`config.mk`:
```
export PLATFORM = sky130hd
export DESIGN_NAME = alu_fp_seq
export DESIGN_NICKNAME = d
export VERILOG_FILES = /design/src/rtl/alu_fp_pkg.sv /design/src/rtl/alu_fp_iter.sv /design/src/rtl/alu_fp_seq.sv
export SDC_FILE = /design/constraint.sdc
export NUM_CORES = 1
export LEC_CHECK = 0
export CAP_MARGIN = 20
export CORE_MARGIN = 3
export CORE_UTILIZATION = 40
export DETAILED_ROUTE_END_ITERATION = 8
export PLACE_DENSITY_LB_ADDON = 0.25
export SKIP_CTS_REPAIR_TIMING = 1
export SLEW_MARGIN = 25
export SYNTH_ARGS = -nofsm -noshare
export SYNTH_HDL_FRONTEND = slang
export SYNTH_SLANG_ARGS = --single-unit
```
`constraint.sdc`:
```
create_clock -name clk -period 4.7 [get_ports clk]
set_clock_uncertainty 0.1 [all_clocks]
set_input_delay 0.705 -clock clk [delete_from_list [all_inputs] [get_ports clk]]
set_output_delay 0.705 -clock clk [all_outputs]
set_load 0.1 [all_outputs]
```
`src/rtl/alu_fp_pkg.sv`:
```
`default_nettype none
// +--------------------------------------------------------------------+
// | alu_fp_pkg : opcodes, FSM states and sizing helper for alu_fp_seq   |
// | rev 1.0                                                            |
// +--------------------------------------------------------------------+
package alu_fp_pkg;

  localparam logic [1:0] OP_ADD = 2'b00;
  localparam logic [1:0] OP_SUB = 2'b01;
  localparam logic [1:0] OP_MUL = 2'b10;
  localparam logic [1:0] OP_DIV = 2'b11;

  typedef enum logic [1:0] {
    ST_IDLE = 2'd0,
    ST_MUL  = 2'd1,
    ST_DIV  = 2'd2
  } state_t;

  function automatic int clog2(input int value);
    int w;
    w = 0;
    while ((1 << w) < value) w = w + 1;
    return w;
  endfunction

endpackage
`default_nettype wire

```
`src/rtl/alu_fp_iter.sv`:
```
`default_nettype none
// +--------------------------------------------------------------------+
// | alu_fp_iter : shared shift-add multiplier / restoring divider core |
// | rev 1.0                                                            |
// +--------------------------------------------------------------------+
module alu_fp_iter
  import alu_fp_pkg::*;
#(
  parameter int WIDTH = 8,
  parameter int FRAC  = 4
) (
  input  logic             clk,
  input  logic             rst,
  input  logic             load,
  input  logic             load_div,
  input  logic             step,
  input  logic [WIDTH-1:0] a,
  input  logic [WIDTH-1:0] b,
  output logic             last,
  output logic [WIDTH-1:0] res_next,
  output logic             ovf_next
);

  localparam int N  = WIDTH + FRAC;
  localparam int CW = clog2(N + 1);

  logic             mode_div;
  logic [CW-1:0]    cnt;
  logic [WIDTH-1:0] acc;
  logic [N-1:0]     sh;
  logic [WIDTH-1:0] opnd;

  logic [WIDTH-1:0]   acc_next;
  logic [N-1:0]       sh_next;
  logic [WIDTH:0]     mul_sum;
  logic [WIDTH:0]     div_shift;
  logic [WIDTH:0]     div_diff;
  logic [2*WIDTH-1:0] prod_shr;
  logic               divisor_zero;

  assign divisor_zero = (opnd == '0);

  // MUL: acc:sh[W-1:0] is the product, multiplier bits shift out of sh[0].
  // DIV: sh holds dividend bits shifting into the remainder, quotient bits shifting in.
  always_comb begin
    mul_sum   = {1'b0, acc} + (sh[0] ? {1'b0, opnd} : '0);
    div_shift = {acc, sh[N-1]};
    div_diff  = div_shift - {1'b0, opnd};
    acc_next  = acc;
    sh_next   = sh;
    if (mode_div) begin
      acc_next = div_diff[WIDTH] ? div_shift[WIDTH-1:0] : div_diff[WIDTH-1:0];
      sh_next  = {sh[N-2:0], ~div_diff[WIDTH]};
    end else begin
      acc_next             = mul_sum[WIDTH:1];
      sh_next[WIDTH-1:0]   = {mul_sum[0], sh[WIDTH-1:1]};
    end
    prod_shr = {acc_next, sh_next[WIDTH-1:0]} >> FRAC;
    if (mode_div) begin
      res_next = divisor_zero ? '1 : sh_next[WIDTH-1:0];
      ovf_next = divisor_zero | (|(sh_next >> WIDTH));
    end else begin
      res_next = prod_shr[WIDTH-1:0];
      ovf_next = |(prod_shr >> WIDTH);
    end
  end

  assign last = (mode_div & divisor_zero) | (cnt == CW'(1));

  always_ff @(posedge clk) begin
    if (rst) begin
      mode_div <= 1'b0;
      cnt      <= '0;
      acc      <= '0;
      sh       <= '0;
      opnd     <= '0;
    end else if (load) begin
      mode_div <= load_div;
      cnt      <= load_div ? CW'(N) : CW'(WIDTH);
      acc      <= '0;
      sh       <= load_div ? (N'(a) << FRAC) : N'(b);
      opnd     <= load_div ? b : a;
    end else if (step) begin
      acc <= acc_next;
      sh  <= sh_next;
      cnt <= cnt - CW'(1);
    end
  end

endmodule
`default_nettype wire

```
`src/rtl/alu_fp_seq.sv`:
```
`default_nettype none
// +--------------------------------------------------------------------+
// | alu_fp_seq : sequential fixed-point ADD/SUB/MUL/DIV with handshake |
// | ALU_FP_SAT_EN clamps results on overflow.           rev 1.0        |
// +--------------------------------------------------------------------+
module alu_fp_seq
  import alu_fp_pkg::*;
#(
  parameter int WIDTH = 8,
  parameter int FRAC  = 4
) (
  input  logic             clk,
  input  logic             rst,
  input  logic             start,
  input  logic [1:0]       opcode,
  input  logic [WIDTH-1:0] a,
  input  logic [WIDTH-1:0] b,
  input  logic             cin,
  output logic [WIDTH-1:0] result,
  output logic             cout,
  output logic             ovf,
  output logic             zero,
  output logic             busy,
  output logic             done
);

  state_t           state, state_next;
  logic             load, step, fin;
  logic [WIDTH-1:0] fin_r, fin_val;
  logic             fin_ovf;
  logic [WIDTH:0]   add_sum, sub_diff;
  logic             iter_last, iter_ovf;
  logic [WIDTH-1:0] iter_res;

  alu_fp_iter #(.WIDTH(WIDTH), .FRAC(FRAC)) u_iter (
    .clk      (clk),
    .rst      (rst),
    .load     (load),
    .load_div (opcode == OP_DIV),
    .step     (step),
    .a        (a),
    .b        (b),
    .last     (iter_last),
    .res_next (iter_res),
    .ovf_next (iter_ovf)
  );

  always_comb begin
    add_sum    = {1'b0, a} + {1'b0, b} + {{WIDTH{1'b0}}, cin};
    sub_diff   = {1'b0, a} - {1'b0, b} - {{WIDTH{1'b0}}, cin};
    state_next = state;
    load       = 1'b0;
    step       = 1'b0;
    fin        = 1'b0;
    fin_r      = iter_res;
    fin_ovf    = iter_ovf;
    case (state)
      ST_IDLE: begin
        if (start) begin
          case (opcode)
            OP_ADD: begin
              fin     = 1'b1;
              fin_r   = add_sum[WIDTH-1:0];
              fin_ovf = add_sum[WIDTH];
            end
            OP_SUB: begin
              fin     = 1'b1;
              fin_r   = sub_diff[WIDTH-1:0];
              fin_ovf = sub_diff[WIDTH];
            end
            default: begin
              load       = 1'b1;
              state_next = (opcode == OP_DIV) ? ST_DIV : ST_MUL;
            end
          endcase
        end
      end
      ST_MUL, ST_DIV: begin
        step = 1'b1;
        if (iter_last) begin
          fin        = 1'b1;
          state_next = ST_IDLE;
        end
      end
      default: state_next = ST_IDLE;
    endcase
  end

`ifdef ALU_FP_SAT_EN
  // A SUB can only finish from IDLE, and it underflows toward zero.
  always_comb begin
    if (!fin_ovf)
      fin_val = fin_r;
    else if (state == ST_IDLE && opcode == OP_SUB)
      fin_val = '0;
    else
      fin_val = '1;
  end
`else
  assign fin_val = fin_r;
`endif

  always_ff @(posedge clk) begin
    if (rst) begin
      state  <= ST_IDLE;
      result <= '0;
      ovf    <= 1'b0;
      zero   <= 1'b0;
      done   <= 1'b0;
    end else begin
      state <= state_next;
      done  <= fin;
      if (fin) begin
        result <= fin_val;
        ovf    <= fin_ovf;
        zero   <= (fin_val == '0);
      end
    end
  end

  assign cout = ovf;
  assign busy = (state != ST_IDLE);

endmodule
`default_nettype wire

```
* Word level (Yosys, flattened, before mapping)
Index checks and enable logic that the tools add are counted.
** Cells by class
- $add $sub $neg :: 7
- Eq/ne operators :: 8
- Mux-type cells :: 34
- Bitwise gates (word level) :: 4
- Reductions and logical operators :: 12
** Operator list (count)
- $mux W8 :: 9
- $mux W12 :: 3
- $logic_not A8 Y1 :: 2
- $pmux W8 S2 :: 1
- $mux W4 :: 3
- $mux W1 :: 10
- $add A8 B8 Y9 :: 1
- $add A8 B9 Y9 :: 1
- $add A9 B1 Y9 :: 1
- $sub A8 B8 Y9 :: 1
- $sub A9 B1 Y9 :: 1
- $sub A9 B8 Y9 :: 1
- $mux W2 :: 4
- $reduce_or A4 Y1 :: 2
- $ne A2 B2 Y1 const B :: 3
- $reduce_or A2 Y1 :: 3
- $eq A2 B1 Y1 const B :: 2
- $eq A2 B2 Y1 const B :: 2
- $eq A4 B1 Y1 const B :: 1
- $logic_not A2 Y1 :: 2
- $pmux W1 S2 :: 2
- $pmux W2 S2 :: 1
- $reduce_bool A2 Y1 :: 2
- $sub A4 B1 Y4 const B :: 1
- other kinds (5) :: 6
** Storage, ports and cells
- Register bits :: 46
- Input bits :: 22
- Output and inout bits :: 13
- Word-level logic and storage cells :: 75

* Logic depth before layout (Yosys ltp)
Gate-level depths: netlist of run 1.
- Depth after elaboration :: 9
- Mapped depth :: 11
- Mapped depth without buffers :: 11

* By module
Synthesis of run 1 repeated with hierarchy kept, for this count alone.
** Second synthesis, totals
- Cell total of the unflattened synthesis :: 533
- Area, all modules :: 4136.5 um^2
** Modules (own cells, without submodules)
- alu_fp_iter :: times used 1, cells each 336, area an instance 2581.2 um^2, sequential area each 660.6 um^2
- alu_fp_seq :: times used 1, cells each 197, area an instance 1555.2 um^2, sequential area each 260.2 um^2

* Worst setup path after synthesis of run 1
No wires, ideal clock.
- Path kind :: input-to-reg
- Start :: input port b[0]
- End :: register ovf (netlist: cout)
- Setup time :: 74 ps
- Arrival time :: 2821 ps
- Data required time :: 4526 ps
- Path slack :: 1705 ps
- Stages on the path :: 10
- Path buffers :: 0
- Path through :: inv_1 fa_1 fa_1 nand2b_1 a2111o_1 a41o_1 xor2_1 a22oi_1 nand2_1 a31oi_1
** On the way
- Cells in the longest elaborated chain, start to end :: 5
- Elaborated cells on any way between the ends :: 7
- Classes of those cells :: add/sub: 4; mux: 3
** RTL lines
- from (decl) :: line alu_fp_seq.sv:17 : input logic [WIDTH-1:0] b,
- $sub A8 B8 Y9 / $add A8 B8 Y9 (equally long branches) :: line alu_fp_seq.sv:50, alu_fp_seq.sv:49
- $sub A9 B1 Y9 / $add A9 B1 Y9 (equally long branches) :: line alu_fp_seq.sv:50, alu_fp_seq.sv:49
- $pmux W1 S2 (*) :: line alu_fp_seq.sv:60 : case (opcode)
- $mux W1 (*) :: line alu_fp_seq.sv:59 : if (start) begin
- $mux W1 (*) :: line alu_fp_seq.sv:57 : case (state)
- to (signal assigned) :: line alu_fp_seq.sv:115 : ovf <= fin_ovf;
- to (decl) :: line alu_fp_seq.sv:21 : output logic ovf,
Mark *: on every way between the ends. The rest lies on a longest branch, timed or not.
A chain may end at the register's enable or synchronous reset.

* Final worst setup path of run 1
Same ends and word-level chain as after synthesis.

==> results of run 1 <==
-- per-stage QoR --
step	total power [mW]	area (um^2)	hold slack (ps)
global placement	1.06	4540	362
CTS	1.37	4640	392
finish	1.36	4640	393
floorplan	0.911	4080	349
global route	1.45	4640	410
detailed placement	1.07	4540	381
-- cells in the mapped netlist (8+ instances only) --
| library cell | number |
|---|---|
| sky130_fd_sc_hd__a21oi_1 | 33 |
| sky130_fd_sc_hd__o211ai_1 | 8 |
| sky130_fd_sc_hd__nor3_1 | 14 |
| sky130_fd_sc_hd__a311oi_1 | 14 |
| sky130_fd_sc_hd__a211oi_1 | 8 |
| sky130_fd_sc_hd__mux2i_1 | 12 |
| sky130_fd_sc_hd__xnor2_1 | 17 |
| sky130_fd_sc_hd__nor2_1 | 57 |
| sky130_fd_sc_hd__inv_1 | 43 |
| sky130_fd_sc_hd__o21ai_0 | 22 |
| sky130_fd_sc_hd__nand2_1 | 39 |
| sky130_fd_sc_hd__ha_1 | 41 |
| sky130_fd_sc_hd__clkbuf_1 | 22 |
| sky130_fd_sc_hd__and2_1 | 10 |
| sky130_fd_sc_hd__dfxtp_1 | 46 |
| sky130_fd_sc_hd__nand3_1 | 21 |
-- worst min path at each step --
| stage | from | to | slack (ps) | depth (start not counted) |
|---|---|---|---|---|
| 6_report | state[0]$_SDFFE_PP0P_ | state[0]$_SDFFE_PP0P_ | 390 | 2 |
| 2_1_floorplan | state[0]$_SDFFE_PP0P_ | state[0]$_SDFFE_PP0P_ | 350 | 2 |
| 4_1_cts | state[0]$_SDFFE_PP0P_ | state[0]$_SDFFE_PP0P_ | 390 | 2 |
| 5_1_grt | zero$_SDFFE_PP0P_ | zero$_SDFFE_PP0P_ | 410 | 2 |
| 3_3_place_gp | state[0]$_SDFFE_PP0P_ | state[0]$_SDFFE_PP0P_ | 360 | 2 |
| 3_5_place_dp | state[0]$_SDFFE_PP0P_ | state[0]$_SDFFE_PP0P_ | 380 | 2 |
-- per-layer routing --
layer	wire [um]	track usage, %	vias to the layer above
li1	-	-	1939
met3	662	1.99	14
met1	5420	30.3	1855
met2	5210	31.9	110
met5	0	0	-
met4	99	2.74	0
-- worst max-delay path: cells and delay by family --
kind	cells	cell delay (ps)
AOI/OAI and AO/OA	4	1060
xor gates and xnor gates	1	140
adders and majority gates	2	850
buffers and inverters	2	640
and+or+nand+nor	2	240
-- cell families (layout without fill, tap and decap cells) --
| group | count (synthesis) | in the layout | share of synthesized area (%) |
|---|---|---|---|
| AOI/OAI and AO/OA | 139 | 139 | 24.2 |
| xor gates and xnor gates | 23 | 23 | 4.93 |
| DFF | 46 | 46 | 22.6 |
| adders and majority gates | 47 | 47 | 15.5 |
| and+or+nand+nor | 183 | 183 | 21.8 |
| muxes | 17 | 17 | 4.32 |
| buffers and inverters | 71 | 93 | 6.65 |
-- flip-flops by register name (all words and copies together), names as in the netlist --
register         flops
u_iter.acc           8
zero                 1
state                2
done                 1
u_iter.cnt           4
u_iter.opnd          8
result               8
u_iter.mode_div      1
cout                 1
u_iter.sh           12
-- area by class of cell --
type / count / area, um^2 / area share [%]
clock buffer: 5 / 68.8 / 1.48
clock inverter: 3 / 40.0 / 0.862
inverter: 44 / 165 / 3.56
multi-input combinational: 409 / 2890 / 62.2
sequential: 46 / 921 / 19.8
tap: 133 / 166 / 3.58
timing repair buffer: 41 / 393 / 8.46
-- power breakdown --
part           internal [mW]  total, mW  switching, mW
clock network          0.157      0.300          0.143
registers              0.427      0.468         0.0409
logic                  0.226      0.594          0.368
total                  0.810       1.36          0.552
==> impl_metrics.prom, run 1 <==
# TYPE chip_impl_metric gauge
chip_impl_metric{name="routed_wirelength",unit="mm"} 11.4
chip_impl_metric{name="routed-via-count",unit=""} 3918
chip_impl_metric{name="vias_in_the_first_global_route",unit=""} 3561
chip_impl_metric{name="final_min_period_over_clock_period",unit="%"} 74.3
chip_impl_metric{name="diodes",unit=""} 0
chip_impl_metric{name="postRouteAntennaNets",unit=""} 0
chip_impl_metric{name="relSlewSlack",unit="%"} 34.3
chip_impl_info{name="layout.cells.most_common",value="sky130_fd_sc_hd__nor2_1"} 1
chip_impl_metric{name="cts_htree_levels",unit=""} 2
chip_impl_metric{name="remaining_overflow_grt",unit=""} 0
chip_impl_info{name="timing.critical_path.to_type",value="flop"} 1
chip_impl_metric{name="critical_path_arrival",unit="ps"} 3630
chip_impl_metric{name="num_rows",unit=""} 36
chip_impl_info{name="crit-reg2reg-launch",value="u_iter.sh[0]$_SDFFE_PP0P_"} 1
chip_impl_metric{name="ioPinCount",unit=""} 35
chip_impl_metric{name="synth_largest_type_area_fraction",unit="%"} 22.6
chip_impl_info{name="cts_tree",value="yes"} 1
chip_impl_metric{name="syn-cell-area",unit="um^2"} 4080
chip_impl_metric{name="final_net_count",unit=""} 616
chip_impl_metric{name="layout-area-overhead-vs-synth",unit="%"} 13.8
chip_impl_metric{name="finalHoldViolations",unit=""} 0
chip_impl_metric{name="p_leak",unit="nW"} 1.90
chip_impl_metric{name="initial_utilization",unit="%"} 41.4
chip_impl_metric{name="final_critical_path_time_including_i_o_delays_and_setup",unit="ps"} 3490
chip_impl_metric{name="final_core_util",unit="%"} 47.1
chip_impl_metric{name="gp_routability_congestion",unit=""} 0.906
chip_impl_metric{name="antenna_found_initial",unit=""} 0
chip_impl_info{name="cts_root_buf",value="sky130_fd_sc_hd__clkbuf_8"} 1
chip_impl_metric{name="dp.cells",unit=""} 673
chip_impl_metric{name="grt_use_total",unit="%"} 20.2
chip_impl_metric{name="portBuffers",unit=""} 34
chip_impl_info{name="status",value="completed"} 1
chip_impl_metric{name="power_density_over_the_cells",unit="nW/um^2"} 293
chip_impl_metric{name="wl_per_cell",unit="um"} 16.7
chip_impl_metric{name="die_span_x",unit="um"} 107
chip_impl_info{name="critical_path.cell_chain",value="clkdlybuf4s50_1, inv_1, fa_1, fa_1, nand2b_1, a2111o_1, a41o_1, xor2_1, a22oi_1, nand2_1, a31oi_1"} 1
chip_impl_metric{name="max_stage_delay",unit="ps"} 560
chip_impl_metric{name="post_synth.cell_area_avg",unit="um^2"} 7.76
chip_impl_info{name="setup_repair_after_global_routing_missed_its_margin",value="false"} 1
chip_impl_info{name="synth_top_flop_cell",value="sky130_fd_sc_hd__dfxtp_1"} 1
chip_impl_metric{name="synth-seq-cells",unit=""} 46
chip_impl_metric{name="drv_cap",unit=""} 0
chip_impl_metric{name="setup_tns",unit="ps"} 0
chip_impl_info{name="yosys-top-cells-area",value="sky130_fd_sc_hd__dfxtp_1, sky130_fd_sc_hd__ha_1, sky130_fd_sc_hd__nor2_1"} 1
chip_impl_info{name="rr_endpoint",value="cout$_SDFFE_PP0P_"} 1
chip_impl_metric{name="detailedPlacementHpwl",unit="mm"} 8.89
chip_impl_metric{name="stdcell_count",unit=""} 681
chip_impl_metric{name="layout-drive-gt1-share",unit="%"} 5.29
chip_impl_metric{name="clock_path_buffers",unit=""} 2
chip_impl_info{name="crit_path_top_delay_cell",value="sky130_fd_sc_hd__clkdlybuf4s50_1"} 1
chip_impl_metric{name="synth_enable_flop_cells",unit=""} 0
chip_impl_metric{name="dp_slack",unit="ps"} 929
chip_impl_metric{name="grt_max_degree",unit=""} 39
chip_impl_metric{name="die_height",unit="um"} 107
chip_impl_metric{name="r2r_setup_slack",unit="ps"} 1480
chip_impl_metric{name="drt_via_density",unit=""} 5.75
chip_impl_metric{name="std_cell_core_area",unit="um^2"} 9860
chip_impl_metric{name="timing.reg2reg.worst_path_depth",unit=""} 10
chip_impl_metric{name="design.die.area",unit="um^2"} 11500
chip_impl_metric{name="path_max_fanout",unit=""} 4
chip_impl_metric{name="setup_viol",unit=""} 0
chip_impl_info{name="timing.critical_path.mode_cell",value="sky130_fd_sc_hd__fa_1"} 1
chip_impl_metric{name="nFillCells",unit=""} 986
chip_impl_metric{name="synth_cells",unit=""} 526
chip_impl_info{name="critical_path.endpoint",value="cout$_SDFFE_PP0P_"} 1
chip_impl_metric{name="slew_violations",unit=""} 0
chip_impl_metric{name="ys_seq_area_share",unit="%"} 22.6
chip_impl_info{name="min_delay_path_class",value="flop to flop"} 1
chip_impl_metric{name="worstSkewPairLatency",unit="ps"} 300
chip_impl_metric{name="final_critical_path_setup_slack",unit="ps"} 1210
chip_impl_metric{name="number_of_different_library_cells_in_the_post_synthesis_netlist",unit=""} 61
chip_impl_metric{name="max_slew.worst_pin.slew",unit="ps"} 983
chip_impl_metric{name="number_of_sinks_handled_by_clock_tree_synthesis",unit=""} 46
chip_impl_metric{name="cts_inserted_buffers",unit=""} 5
chip_impl_metric{name="drt_first_iter_violations",unit=""} 335
chip_impl_info{name="timing.critical_path.from_type",value="primary input"} 1
chip_impl_info{name="layout_common_cells",value="sky130_fd_sc_hd__nor2_1, sky130_fd_sc_hd__dfxtp_1, sky130_fd_sc_hd__inv_1, sky130_fd_sc_hd__ha_1, sky130_fd_sc_hd__nand2_1"} 1
chip_impl_metric{name="synth_async_sr_flop_share",unit="%"} 0
chip_impl_metric{name="drtPass1Iterations",unit=""} 5
chip_impl_metric{name="ir_drop_worst_case_vdd",unit="mV"} 0.150
chip_impl_metric{name="clock.fmax",unit="MHz"} 286
chip_impl_metric{name="yosys_warnings",unit=""} 0
chip_impl_metric{name="path_clk_slew",unit="ps"} 90
chip_impl_info{name="setup.worst_path.start",value="b[0]"} 1
chip_impl_metric{name="cp.required",unit="ps"} 4830
chip_impl_info{name="worstSetupPathType",value="primary input to flop"} 1
chip_impl_metric{name="grt_first_pass_wirelength",unit="mm"} 18.7
chip_impl_metric{name="synthesis.nets",unit=""} 595
chip_impl_info{name="yosys.area.top_type",value="sky130_fd_sc_hd__dfxtp_1"} 1
chip_impl_metric{name="drt_drc_violations_left",unit=""} 0
Power figures use the tool's default switching activity.
==> run 2, diff against run 1 <==
clock period = 3.5 ns   (was 4.7 ns; I/O delays follow)
==> impl_metrics.prom, run 2 (synthesized netlist as in run 1, its figures left out) <==
# TYPE chip_impl_metric gauge
chip_impl_metric{name="setup_viol",unit=""} 0
chip_impl_metric{name="cts_htree_levels",unit=""} 2
chip_impl_metric{name="clock.fmax",unit="MHz"} 311
chip_impl_metric{name="path_max_fanout",unit=""} 3
chip_impl_metric{name="diodes",unit=""} 0
chip_impl_metric{name="drt_first_iter_violations",unit=""} 291
chip_impl_metric{name="postRouteAntennaNets",unit=""} 0
chip_impl_info{name="status",value="completed"} 1
chip_impl_info{name="cts_root_buf",value="sky130_fd_sc_hd__clkbuf_8"} 1
chip_impl_info{name="timing.critical_path.to_type",value="flop"} 1
chip_impl_metric{name="ir_drop_worst_case_vdd",unit="mV"} 0.208
chip_impl_metric{name="routed_wirelength",unit="mm"} 11.9
chip_impl_metric{name="final_net_count",unit=""} 631
chip_impl_metric{name="max_slew.worst_pin.slew",unit="ps"} 977
chip_impl_metric{name="final_critical_path_setup_slack",unit="ps"} 282
chip_impl_metric{name="slew_violations",unit=""} 0
chip_impl_metric{name="design.die.area",unit="um^2"} 11500
chip_impl_info{name="largest_register",value="u_iter.sh"} 1
chip_impl_metric{name="hold-path-cell-count",unit=""} 2
chip_impl_metric{name="clock_path_buffers",unit=""} 2
chip_impl_metric{name="cts_inserted_buffers",unit=""} 5
chip_impl_metric{name="layout-drive-gt1-share",unit="%"} 7.82
chip_impl_metric{name="gp_routability_congestion",unit=""} 0.901
chip_impl_metric{name="grt_first_pass_wirelength",unit="mm"} 19.9
chip_impl_metric{name="p_leak",unit="nW"} 1.97
chip_impl_info{name="min_delay_path_class",value="flop to flop"} 1
chip_impl_metric{name="detailedPlacementHpwl",unit="mm"} 9.38
chip_impl_metric{name="wl_per_cell",unit="um"} 17.1
chip_impl_metric{name="relSlewSlack",unit="%"} 34.7
chip_impl_metric{name="power_density_over_the_cells",unit="nW/um^2"} 393
chip_impl_metric{name="antenna_found_initial",unit=""} 0
chip_impl_info{name="layout_common_cells",value="sky130_fd_sc_hd__nor2_1, sky130_fd_sc_hd__dfxtp_1, sky130_fd_sc_hd__inv_1, sky130_fd_sc_hd__ha_1, sky130_fd_sc_hd__nand2_1"} 1
chip_impl_metric{name="final_critical_path_time_including_i_o_delays_and_setup",unit="ps"} 3220
chip_impl_metric{name="drt_via_density",unit=""} 5.72
chip_impl_metric{name="routed-via-count",unit=""} 3980
chip_impl_metric{name="ioPinCount",unit=""} 35
chip_impl_info{name="setup_repair_after_global_routing_missed_its_margin",value="false"} 1
chip_impl_metric{name="setup_tns",unit="ps"} 0
chip_impl_info{name="worstSetupPathType",value="primary input to flop"} 1
chip_impl_metric{name="portBuffers",unit=""} 34
chip_impl_metric{name="finalHoldViolations",unit=""} 0
chip_impl_metric{name="std_cell_core_area",unit="um^2"} 9860
chip_impl_metric{name="vias_in_the_first_global_route",unit=""} 3915
chip_impl_metric{name="path_clk_slew",unit="ps"} 90
chip_impl_metric{name="die_span_x",unit="um"} 107
chip_impl_metric{name="drtPass1Iterations",unit=""} 5
chip_impl_info{name="layout.cells.most_common",value="sky130_fd_sc_hd__nor2_1"} 1
chip_impl_metric{name="layout-area-overhead-vs-synth",unit="%"} 16.5
chip_impl_metric{name="nFillCells",unit=""} 1017
chip_impl_metric{name="worstSkewPairLatency",unit="ps"} 300
chip_impl_metric{name="drv_cap",unit=""} 0
chip_impl_metric{name="grt_use_total",unit="%"} 21.6
chip_impl_metric{name="critical_path_arrival",unit="ps"} 3340
chip_impl_metric{name="cp.required",unit="ps"} 3630
chip_impl_metric{name="drt_drc_violations_left",unit=""} 0
chip_impl_metric{name="final_min_period_over_clock_period",unit="%"} 91.9
chip_impl_metric{name="initial_utilization",unit="%"} 41.4
chip_impl_metric{name="number_of_sinks_handled_by_clock_tree_synthesis",unit=""} 46
chip_impl_metric{name="dp_slack",unit="ps"} 1.33
chip_impl_info{name="cts_tree",value="yes"} 1
chip_impl_metric{name="timing.reg2reg.worst_path_depth",unit=""} 10
chip_impl_metric{name="remaining_overflow_grt",unit=""} 0
chip_impl_metric{name="num_rows",unit=""} 36
chip_impl_metric{name="grt_max_degree",unit=""} 38
chip_impl_metric{name="die_height",unit="um"} 107
chip_impl_info{name="timing.critical_path.from_type",value="primary input"} 1
chip_impl_metric{name="largest_register_ffs",unit=""} 12
## run 2: path summary, 6_finish.rpt
path / slack, ps / startpoint / to
worst max-delay path: 280 / b[0] / cout$_SDFFE_PP0P_
worst min-delay path: 390 / state[0]$_SDFFE_PP0P_ / state[0]$_SDFFE_PP0P_
worst max register to register: 430 / u_iter.sh[0]$_SDFFE_PP0P_ / cout$_SDFFE_PP0P_
worst min register to register: 390 / state[0]$_SDFFE_PP0P_ / state[0]$_SDFFE_PP0P_
## run 2: through the flow
step | cells | hold slack (ps) | cell area (um^2) | power, mW | util (%)
finish | 696 | 390 | 4760 | 1.87 | 48.2
global route | 696 | 409 | 4760 | 2.00 | 48.2
CTS | 696 | 391 | 4760 | 1.87 | 48.2
detailed placement | 688 | 377 | 4650 | 1.47 | 47.1
global placement | 688 | 366 | 4650 | 1.45 | 47.1
floorplan | 526 | 349 | 4080 | 1.22 | -
## run 2: final cells by class
cell class / count / area, um^2 / area share, %
flip-flops and latches: 46 / 921 / 19.4
clock inverters: 2 / 37.5 / 0.789
repair buffers: 56 / 503 / 10.6
multi-input cells: 409 / 2890 / 60.8
well taps: 133 / 166 / 3.50
inverters: 44 / 165 / 3.47
clock buffers: 6 / 72.6 / 1.53
## run 2: report_power, final
part	leakage (nW)	switching, mW	internal (mW)
registers	0.377	0.0531	0.574
clock network	0.0514	0.193	0.213
logic	1.54	0.504	0.332
## run 2: per-layer routing
metal / wire (um) / vias up / GRT usage (%) / part of all wire (%)
met2: 5450 / 124 / 33.6 / 46
met3: 694 / 24 / 2.89 / 5.8
met1: 5520 / 1867 / 31.3 / 46
met5: 0 / - / 0 / 0
met4: 237 / 0 / 5.48 / 2.0
li1: - / 1965 / - / -
## run 2: critical path, stage by stage
cell and delay, ps:
sky130_fd_sc_hd__clkdlybuf4s50_1 470, sky130_fd_sc_hd__inv_1 60, sky130_fd_sc_hd__fa_1 440, sky130_fd_sc_hd__fa_1 400
sky130_fd_sc_hd__nand2b_1 180, sky130_fd_sc_hd__a2111o_1 470, sky130_fd_sc_hd__a41o_1 270, sky130_fd_sc_hd__xor2_1 140
sky130_fd_sc_hd__a22oi_1 190, sky130_fd_sc_hd__nand2_1 70, sky130_fd_sc_hd__a31oi_1 130
==> run 3, diff against run 2 <==
CELL_PAD_IN_SITES_DETAIL_PLACEMENT = 0   (was unset)
CELL_PAD_IN_SITES_GLOBAL_PLACEMENT = 1   (was unset)
SKIP_CTS_REPAIR_TIMING = unset   (was 1)
==> impl_metrics.prom, run 3 (synthesized netlist as in run 1, its figures left out) <==
# TYPE chip_impl_metric gauge
chip_impl_info{name="status",value="completed"} 1
chip_impl_metric{name="drt_first_iter_violations",unit=""} 264
chip_impl_metric{name="dp.cells",unit=""} 687
chip_impl_info{name="crit-reg2reg-launch",value="u_iter.sh[11]$_SDFFE_PP0P_"} 1
chip_impl_metric{name="finalHoldViolations",unit=""} 0
chip_impl_metric{name="number_of_sinks_handled_by_clock_tree_synthesis",unit=""} 46
chip_impl_metric{name="routed-via-count",unit=""} 3904
chip_impl_info{name="worstSetupPathType",value="primary input to flop"} 1
chip_impl_metric{name="relSlewSlack",unit="%"} 34.4
chip_impl_metric{name="initial_utilization",unit="%"} 41.4
chip_impl_metric{name="critical_path_arrival",unit="ps"} 3380
chip_impl_metric{name="design.die.area",unit="um^2"} 11500
chip_impl_metric{name="cts_inserted_buffers",unit=""} 5
chip_impl_metric{name="portBuffers",unit=""} 34
chip_impl_metric{name="final_core_util",unit="%"} 47.9
chip_impl_metric{name="layout-drive-gt1-share",unit="%"} 7.65
chip_impl_metric{name="ioPinCount",unit=""} 35
chip_impl_metric{name="stdcell_count",unit=""} 695
chip_impl_metric{name="drt_via_density",unit=""} 5.62
chip_impl_metric{name="p_leak",unit="nW"} 1.96
chip_impl_info{name="setup_repair_after_global_routing_missed_its_margin",value="false"} 1
chip_impl_metric{name="setup_tns",unit="ps"} 0
chip_impl_metric{name="routed_wirelength",unit="mm"} 12.0
chip_impl_metric{name="p_total",unit="mW"} 1.82
chip_impl_info{name="timing.critical_path.to_type",value="flop"} 1
chip_impl_metric{name="gp_routability_congestion",unit=""} 0.888
chip_impl_metric{name="final_min_period_over_clock_period",unit="%"} 92.8
chip_impl_metric{name="worstSkewPairLatency",unit="ps"} 300
chip_impl_metric{name="antenna_found_initial",unit=""} 0
chip_impl_metric{name="layout-area-overhead-vs-synth",unit="%"} 15.8
chip_impl_metric{name="die_height",unit="um"} 107
chip_impl_info{name="layout.cells.most_common",value="sky130_fd_sc_hd__nor2_1"} 1
chip_impl_metric{name="cts_htree_levels",unit=""} 2
chip_impl_metric{name="setup_viol",unit=""} 0
chip_impl_metric{name="std_cell_core_area",unit="um^2"} 9860
chip_impl_metric{name="ctsResizeCount",unit=""} 0
chip_impl_info{name="layout_common_cells",value="sky130_fd_sc_hd__nor2_1, sky130_fd_sc_hd__dfxtp_1, sky130_fd_sc_hd__inv_1, sky130_fd_sc_hd__ha_1, sky130_fd_sc_hd__nand2_1"} 1
chip_impl_metric{name="slew_violations",unit=""} 0
chip_impl_metric{name="ctsHoldBuffers",unit=""} 0
chip_impl_metric{name="cts.repair_timing.setup_buffer_count",unit=""} 0
chip_impl_info{name="timing.critical_path.from_type",value="primary input"} 1
chip_impl_metric{name="drt_drc_violations_left",unit=""} 0
chip_impl_metric{name="path_max_fanout",unit=""} 3
chip_impl_metric{name="diodes",unit=""} 0
chip_impl_metric{name="ir_drop_worst_case_vdd",unit="mV"} 0.196
chip_impl_metric{name="num_rows",unit=""} 36
chip_impl_metric{name="final_critical_path_time_including_i_o_delays_and_setup",unit="ps"} 3250
chip_impl_info{name="cts_root_buf",value="sky130_fd_sc_hd__clkbuf_8"} 1
chip_impl_info{name="largest_register",value="u_iter.sh"} 1
chip_impl_metric{name="grt_max_degree",unit=""} 38
chip_impl_metric{name="drtPass1Iterations",unit=""} 5
chip_impl_metric{name="vias_in_the_first_global_route",unit=""} 3708
chip_impl_metric{name="wl_per_cell",unit="um"} 17.2
chip_impl_metric{name="clock.fmax",unit="MHz"} 308
chip_impl_info{name="setup.worst_path.start",value="b[0]"} 1
chip_impl_info{name="cts_tree",value="yes"} 1
chip_impl_metric{name="grt_first_pass_wirelength",unit="mm"} 19.6
chip_impl_metric{name="detailedPlacementHpwl",unit="mm"} 9.40
chip_impl_metric{name="path_clk_slew",unit="ps"} 90
chip_impl_metric{name="final_net_count",unit=""} 630
chip_impl_metric{name="remaining_overflow_grt",unit=""} 0
chip_impl_info{name="min_delay_path_class",value="flop to flop"} 1
chip_impl_metric{name="grt_use_total",unit="%"} 21.5
chip_impl_metric{name="largest_register_ffs",unit=""} 12
chip_impl_metric{name="power_density_over_the_cells",unit="nW/um^2"} 384
chip_impl_info{name="holdCritStartpoint",value="state[0]$_SDFFE_PP0P_"} 1
chip_impl_metric{name="cp.required",unit="ps"} 3630
chip_impl_metric{name="postRouteAntennaNets",unit=""} 0
chip_impl_metric{name="drv_cap",unit=""} 0
chip_impl_metric{name="die_span_x",unit="um"} 107
chip_impl_metric{name="max_slew.worst_pin.slew",unit="ps"} 981
chip_impl_metric{name="clock_path_buffers",unit=""} 2
-- run 3: cell count changes in the layout (fill, tap and decap cells not counted) --
cell	previous run	this run
sky130_fd_sc_hd__clkinvlp_4	1	0
sky130_fd_sc_hd__clkbuf_8	5	6
sky130_fd_sc_hd__clkinv_2	0	1
sky130_fd_sc_hd__bufinv_16	1	0
sky130_fd_sc_hd__buf_4	23	22
-- run 3: area by class of cell --
cell class | instances | area (um^2)
clock buffers | 7 | 86.3
clock inverters | 1 | 5.00
fillers | 1006 | 5130
inverters | 44 | 165
multi-input cells | 409 | 2890
flip-flops and latches | 46 | 921
well taps | 133 | 166
repair buffers | 55 | 495
-- run 3: stage by stage --
step | instance area [um^2] | worst slack (ps) | hold WS (ps)
after floorplan | 4080 | 685 | 349
after detailed placement | 4640 | -33.4 | 371
after global placement | 4640 | -1.37 | 365
final | 4730 | 252 | 380
after global routing | 4730 | 97.6 | 410
after CTS | 4730 | 270 | 383
-- run 3: path summary, 6_finish.rpt --
path,endpoint,slack [ps],cells past startpoint
setup reg to reg,u_iter.sh[0]$_SDFFE_PP0P_,330,12
hold reg to reg,state[0]$_SDFFE_PP0P_,380,2
setup / recovery,cout$_SDFFE_PP0P_,250,11
hold / removal,state[0]$_SDFFE_PP0P_,380,2
-- run 3: power breakdown --
group	switching (mW)	total, mW	internal, mW
registers	0.0513	0.625	0.574
clock network	0.195	0.355	0.160
logic	0.508	0.835	0.326
total	0.755	1.82	1.06
-- run 3: routing by layer --
metal / up-vias / wire [um] / track usage [%]
met4: 0 / 167 / 4.66
met1: 1819 / 5750 / 30.9
met5: - / 0 / 0
met2: 103 / 5430 / 34.3
li1: 1968 / - / -
met3: 14 / 610 / 3.07
-- run 3: worst max-delay path: stages --
cell and delay, ps:
sky130_fd_sc_hd__clkdlybuf4s50_1 470, sky130_fd_sc_hd__inv_1 60, sky130_fd_sc_hd__fa_1 440, sky130_fd_sc_hd__fa_1 400
sky130_fd_sc_hd__nand2b_1 170, sky130_fd_sc_hd__a2111o_1 480, sky130_fd_sc_hd__a41o_1 270, sky130_fd_sc_hd__xor2_1 140
sky130_fd_sc_hd__a22oi_1 210, sky130_fd_sc_hd__nand2_1 80, sky130_fd_sc_hd__a31oi_1 120
